$ cat src/rtl/i1_sched_pkg.sv
// Shared types and helpers for the i1 request scheduler.
// State encoding is fixed so the debug state output decodes the same way everywhere.
package i1_sched_pkg;

    typedef enum logic [1:0] {
        IDLE    = 2'd0,
        GRANT   = 2'd1,
        RELEASE = 2'd2
    } state_t;

    localparam int ID_W = 3;

    // Next index after id in a ring of n lines (n-1 wraps to 0).
    function automatic logic [ID_W-1:0] wrap_inc(input logic [ID_W-1:0] id, input int n);
        if (int'(id) >= n - 1) begin
            return '0;
        end
        return id + 1'b1;
    endfunction

endpackage

$ cat src/rtl/i1_rr_pick.sv
// Rotating-base priority encoder: returns the first set request at or after the base,
// wrapping past the top line. With mode=0 the base is forced to 0 (plain fixed priority).
module i1_rr_pick
    import i1_sched_pkg::*;
#(
    parameter int NREQ = 7
) (
    input  logic [NREQ-1:0] req,
    input  logic [ID_W-1:0] base,
    input  logic            mode,
    output logic            found,
    output logic [ID_W-1:0] idx
);

    always_comb begin
        int start;
        int cand;
        logic [ID_W-1:0] cand_idx;
        found    = 1'b0;
        idx      = '0;
        start    = mode ? int'(base) : 0;
        cand     = 0;
        cand_idx = '0;
        // Walk offsets from far to near so the nearest hit is the one left standing.
        for (int off = NREQ - 1; off >= 0; off--) begin
            cand = start + off;
            if (cand >= NREQ) begin
                cand = cand - NREQ;
            end
            cand_idx = ID_W'(cand);
            if (req[cand_idx]) begin
                found = 1'b1;
                idx   = cand_idx;
            end
        end
    end

endmodule

$ cat src/rtl/i1_req_scheduler.sv
// Grants one of NREQ request lines at a time (fixed priority or round-robin), holds the
// grant until ack or timeout, and inserts a one-cycle turnaround between grants.
module i1_req_scheduler
    import i1_sched_pkg::*;
#(
    parameter int NREQ = 7,
    parameter int TMO  = 15,
    parameter int CW   = 4
) (
    input  logic            clock,
    input  logic            reset,
    input  logic            en,
    input  logic            mode,
    input  logic [NREQ-1:0] req,
    input  logic            ack,
    output logic            grant_valid,
    output logic [ID_W-1:0] grant_id,
    output logic [NREQ-1:0] grant_oh,
    output logic            quiet,
    output logic            timeout_err,
    output logic [1:0]      dbg_state
);

    // Handshake: grant_valid/grant_id/grant_oh are registered and held stable from the edge
    // they rise until the edge after the owner's single-cycle ack (or timeout / en low);
    // ack is only meaningful while grant_valid=1 and is ignored otherwise.

    state_t          state_q, state_d;
    logic            gv_q, gv_d;
    logic [ID_W-1:0] gid_q, gid_d;
    logic [NREQ-1:0] goh_q, goh_d;
    logic [CW-1:0]   tcnt_q, tcnt_d;
    logic [ID_W-1:0] rr_ptr_q, rr_ptr_d;
    logic            terr_q, terr_d;
    logic            quiet_q;

    logic            pick_found;
    logic [ID_W-1:0] pick_idx;

    i1_rr_pick #(
        .NREQ (NREQ)
    ) u_pick (
        .req   (req),
        .base  (rr_ptr_q),
        .mode  (mode),
        .found (pick_found),
        .idx   (pick_idx)
    );

    always_comb begin
        state_d  = state_q;
        gv_d     = gv_q;
        gid_d    = gid_q;
        goh_d    = goh_q;
        tcnt_d   = tcnt_q;
        rr_ptr_d = rr_ptr_q;
        terr_d   = 1'b0;

        case (state_q)
            // The turnaround cycle is also a pick cycle, so a pending request is granted
            // after exactly one zero cycle instead of two.
            IDLE, RELEASE: begin
                tcnt_d  = '0;
                gv_d    = 1'b0;
                gid_d   = '0;
                goh_d   = '0;
                state_d = IDLE;
                if (en && pick_found) begin
                    state_d = GRANT;
                    gv_d    = 1'b1;
                    gid_d   = pick_idx;
                    goh_d   = NREQ'(1) << pick_idx;
                end
            end
            GRANT: begin
                if (!en) begin
                    state_d = RELEASE;
                    gv_d    = 1'b0;
                    gid_d   = '0;
                    goh_d   = '0;
                end else if (ack || (tcnt_q == CW'(TMO))) begin
                    state_d  = RELEASE;
                    gv_d     = 1'b0;
                    gid_d    = '0;
                    goh_d    = '0;
                    rr_ptr_d = wrap_inc(gid_q, NREQ);
                    terr_d   = !ack;
                end else begin
                    tcnt_d = tcnt_q + 1'b1;
                end
            end
            default: begin
                state_d = IDLE;
                gv_d    = 1'b0;
                gid_d   = '0;
                goh_d   = '0;
                tcnt_d  = '0;
            end
        endcase
    end

    always_ff @(posedge clock) begin
        if (reset) begin
            state_q  <= IDLE;
            gv_q     <= 1'b0;
            gid_q    <= '0;
            goh_q    <= '0;
            tcnt_q   <= '0;
            rr_ptr_q <= '0;
            terr_q   <= 1'b0;
            quiet_q  <= 1'b0;
        end else begin
            state_q  <= state_d;
            gv_q     <= gv_d;
            gid_q    <= gid_d;
            goh_q    <= goh_d;
            tcnt_q   <= tcnt_d;
            rr_ptr_q <= rr_ptr_d;
            terr_q   <= terr_d;
            quiet_q  <= en & ~|req;
        end
    end

    assign grant_valid = gv_q;
    assign grant_id    = gid_q;
    assign grant_oh    = goh_q;
    assign quiet       = quiet_q;
    assign timeout_err = terr_q;
    assign dbg_state   = state_q;

    a_oh_matches_id: assert property (@(posedge clock) disable iff (reset)
        grant_valid |-> (grant_oh == (NREQ'(1) << grant_id)));
    a_idle_zero: assert property (@(posedge clock) disable iff (reset)
        !grant_valid |-> (grant_oh == '0 && grant_id == '0));
    a_err_no_grant: assert property (@(posedge clock) disable iff (reset)
        timeout_err |-> !grant_valid);

endmodule

$ cat config.mk
export PLATFORM = sky130hd
export DESIGN_NAME = i1_req_scheduler
export DESIGN_NICKNAME = d
export VERILOG_FILES = /design/src/rtl/i1_sched_pkg.sv /design/src/rtl/i1_rr_pick.sv /design/src/rtl/i1_req_scheduler.sv
export SDC_FILE = /design/constraint.sdc
export NUM_CORES = 1
export LEC_CHECK = 0
export BUFFER_PORTS_ARGS = -buffer_cell sky130_fd_sc_hd__buf_2
export CAP_MARGIN = 20
export CORE_MARGIN = 1.5
export CORE_UTILIZATION = 32
export DETAILED_ROUTE_END_ITERATION = 10
export PLACE_DENSITY = 0.56
export SETUP_SLACK_MARGIN = 0.05
export SLEW_MARGIN = 20
export SYNTH_ARGS = -nofsm -noshare
export SYNTH_HDL_FRONTEND = slang
export SYNTH_SLANG_ARGS = --single-unit
$ cat constraint.sdc
create_clock -name clock -period 4.79 [get_ports clock]
set_input_delay 0.2395 -clock clock [delete_from_list [all_inputs] [get_ports clock]]
set_output_delay 0.2395 -clock clock [all_outputs]
set_load 0.1 [all_outputs]
==> results_dict.tcl <==
set metrics [dict create \
    status "completed" \
    clkTransAtPathRegs_ps 80 \
    io_pins 27 \
    core_area_sq_um 8340 \
    synth_ff_type "dfxtp_1" \
    drive_above_1_share 0.210 \
    cts_buffer_depth 2 \
    synth_nets 370 \
    cp_max_fo 14 \
    final_antenna_net_count 0 \
    fin_nets 379 \
    cp.required_ps 4950 \
    die-area_sq_um 9290 \
    grt_max_degree 21 \
    period_minus_slack_ps 4210 \
    dp.cells 453 \
    tightest_slew_ps 667 \
    hold_path.class "in2reg" \
    synthToLayoutAreaGrowth_pct 5.38 \
    tns_ps 0 \
    setup_viol 0 \
    antenna_found_initial 0 \
    total_power_uw 465 \
    vias_per_cell 6.09 \
    holdBufCountCts 0 \
    postCtsResizedCells 0 \
    row_count 33 \
    fin_crit_sh 0.878 \
    cts_tree "yes" \
    critPathLaunchType "flip-flop" \
    skew_ps 5.96 \
    power_density_nw_per_um2 158 \
    floorplan.initialDensity 0.335 \
    num_antenna_cells 0 \
    most-common-layout-cells "nor2_1 (30), buf_2 (26), a21oi_1 (23), nand2_1 (21), dfxtp_1 (21)" \
    gp_congestion 0.879 \
    yosysTopAreaCell "dfxtp_1" \
    layout.cells.non_filler 457 \
    gr-usage-all-layers 0.185 \
    ys_seq_area_frac 0.151 \
    die_w_um 96.4 \
    avgSynthCellArea_sq_um 8.11 \
    drt_iter0_markers 246 \
    cts_setup_buffers 0 \
    rsz0062_at_grt "no" \
    synth_area_leaders "dfxtp_1 (15%), ha_1 (5.8%), a21oi_1 (4.1%)" \
    report.final.slew_viol_count 0 \
    maxCapViolations 0 \
    grt_remaining_overflow 0 \
    hold_viol 0 \
    drt_wl_total_um 8350 \
    cp.arrival_ps 4370 \
    cts-root-buf "clkbuf_8" \
    p_leak_uw 0.00115 \
    wl_per_cell_um 18.3 \
    grt_first_pass_wirelength_um 13300 \
    crit_type "reg2reg" \
    netlist-cell-type-count 97 \
    cts.htree.levels 1 \
    grt_pass1_vias 2572 \
    endpoint_kind "flip-flop" \
    vias 2782 \
    yosys_warnings 0 \
    syn-cell-area_sq_um 2790 \
    numCtsBuffers 3 \
    post-route-drc-count 0 \
    insertion_delay_ps 270 \
    synth_top_area_share 0.151 \
    synthCells 344 \
    synth-seq-cells 21 \
    ir_drop_mv 0.147 \
    portBuffers 26 \
    slew_headroom 0.551 \
    place_hpwl_um 6230 \
    layout_commonest_cell "nor2_1" \
    synth_edf_count 0 \
    firstDrtPassIters 5 \
    synthArstFlopShare 0 \
    clock-sinks 21 \
    dieHeight_um 96.4 \
    fmax_mhz 238 \
]
layout make-up:
cell class | instances | area (sq um)
inverter | 16 | 60.1
sequential | 21 | 420
fill | 885 | 5400
tap | 105 | 131
clock inverter | 1 | 5.00
timing repair buffer | 31 | 168
clock buffer | 3 | 41.3
multi-input combinational | 280 | 2120
cells in the mapped netlist, types with 4 or more instances:
| master | count |
|---|---|
| a21oi_1 | 23 |
| a22oi_1 | 5 |
| o21ai_0 | 13 |
| xnor2_1 | 4 |
| dfxtp_1 | 21 |
| a2bb2oi_1 | 4 |
| buf_2 | 5 |
| nor2b_1 | 6 |
| ha_1 | 13 |
| a22o_1 | 4 |
| a211oi_1 | 4 |
| inv_1 | 12 |
| nand2b_1 | 7 |
| mux2_2 | 4 |
| and3_1 | 5 |
| and2_1 | 4 |
| o21a_1 | 4 |
| clkbuf_1 | 9 |
| a31oi_1 | 7 |
| nor4b_1 | 4 |
| nand3_1 | 7 |
| mux2i_1 | 9 |
| buf_6 | 6 |
| nand4_1 | 4 |
| inv_2 | 4 |
| nand2_1 | 21 |
| nor3_1 | 9 |
| nor2_1 | 30 |
metal layers:
layer,up-vias,global-route usage,share of wire
li1,1327,-,-
met1,1323,0.256,0.45
met2,112,0.289,0.45
met3,20,0.0172,0.066
met4,0,0.0857,0.036
met5,-,0,0
registers in the layout, summed over array words and instances (netlist names):
register,count
rr_ptr_q,3
grant_valid,1
tcnt_q,4
grant_oh,7
dbg_state,1
grant_id,3
timeout_err,1
quiet,1
through the flow:
step                utilization  setup WS (ps)  instance area, sq um  hold slack [ps]
global placement          0.347            567                  2900              425
global route              0.353            262                  2940              133
floorplan                     -           1190                  2790              316
finish                    0.353            583                  2940              144
CTS                       0.353            597                  2940              136
detailed placement        0.347            426                  2900              427
final timing paths:
path | from | to | slack [ps] | depth (start not counted)
max | rr_ptr_q[1] | grant_oh[4] | 580 | 14
min | ack | timeout_err | 140 | 2
max reg2reg | rr_ptr_q[1] | grant_oh[4] | 580 | 14
min reg2reg | grant_oh[4] | grant_oh[4] | 480 | 1
critical path: stages (launching register included):
cell and delay, ps:
dfxtp_1 340, nand2_1 230, inv_2 270, ha_1 210, inv_1 60, ha_1 470
and2_0 330, mux2i_2 390, mux2_2 410, a22oi_1 220, a21oi_1 100, a2111o_1 390
o32ai_4 360, inv_2 80, a32o_1 220
logic make-up (layout without fill, tap and decap cells):
group	after synthesis	count (layout)	share of synthesized area
compound gates	123	123	0.358
simple gates	118	118	0.234
buf+inv	43	51	0.0914
flops	21	21	0.151
mux	17	17	0.0708
fa+ha+maj	14	14	0.0654
xor+xnor	8	8	0.0305
report_power, final:
group / internal (uW) / switching [uW] / leakage [uW] / total (uW)
Combinational: 52.3 / 113 / 0.000956 / 165
Sequential: 179 / 3.73 / 0.000170 / 182
Clock: 58.0 / 59.5 / 0.0000255 / 118
Total: 289 / 176 / 0.00115 / 465
Note: power is estimated with default switching activity, not from simulation.
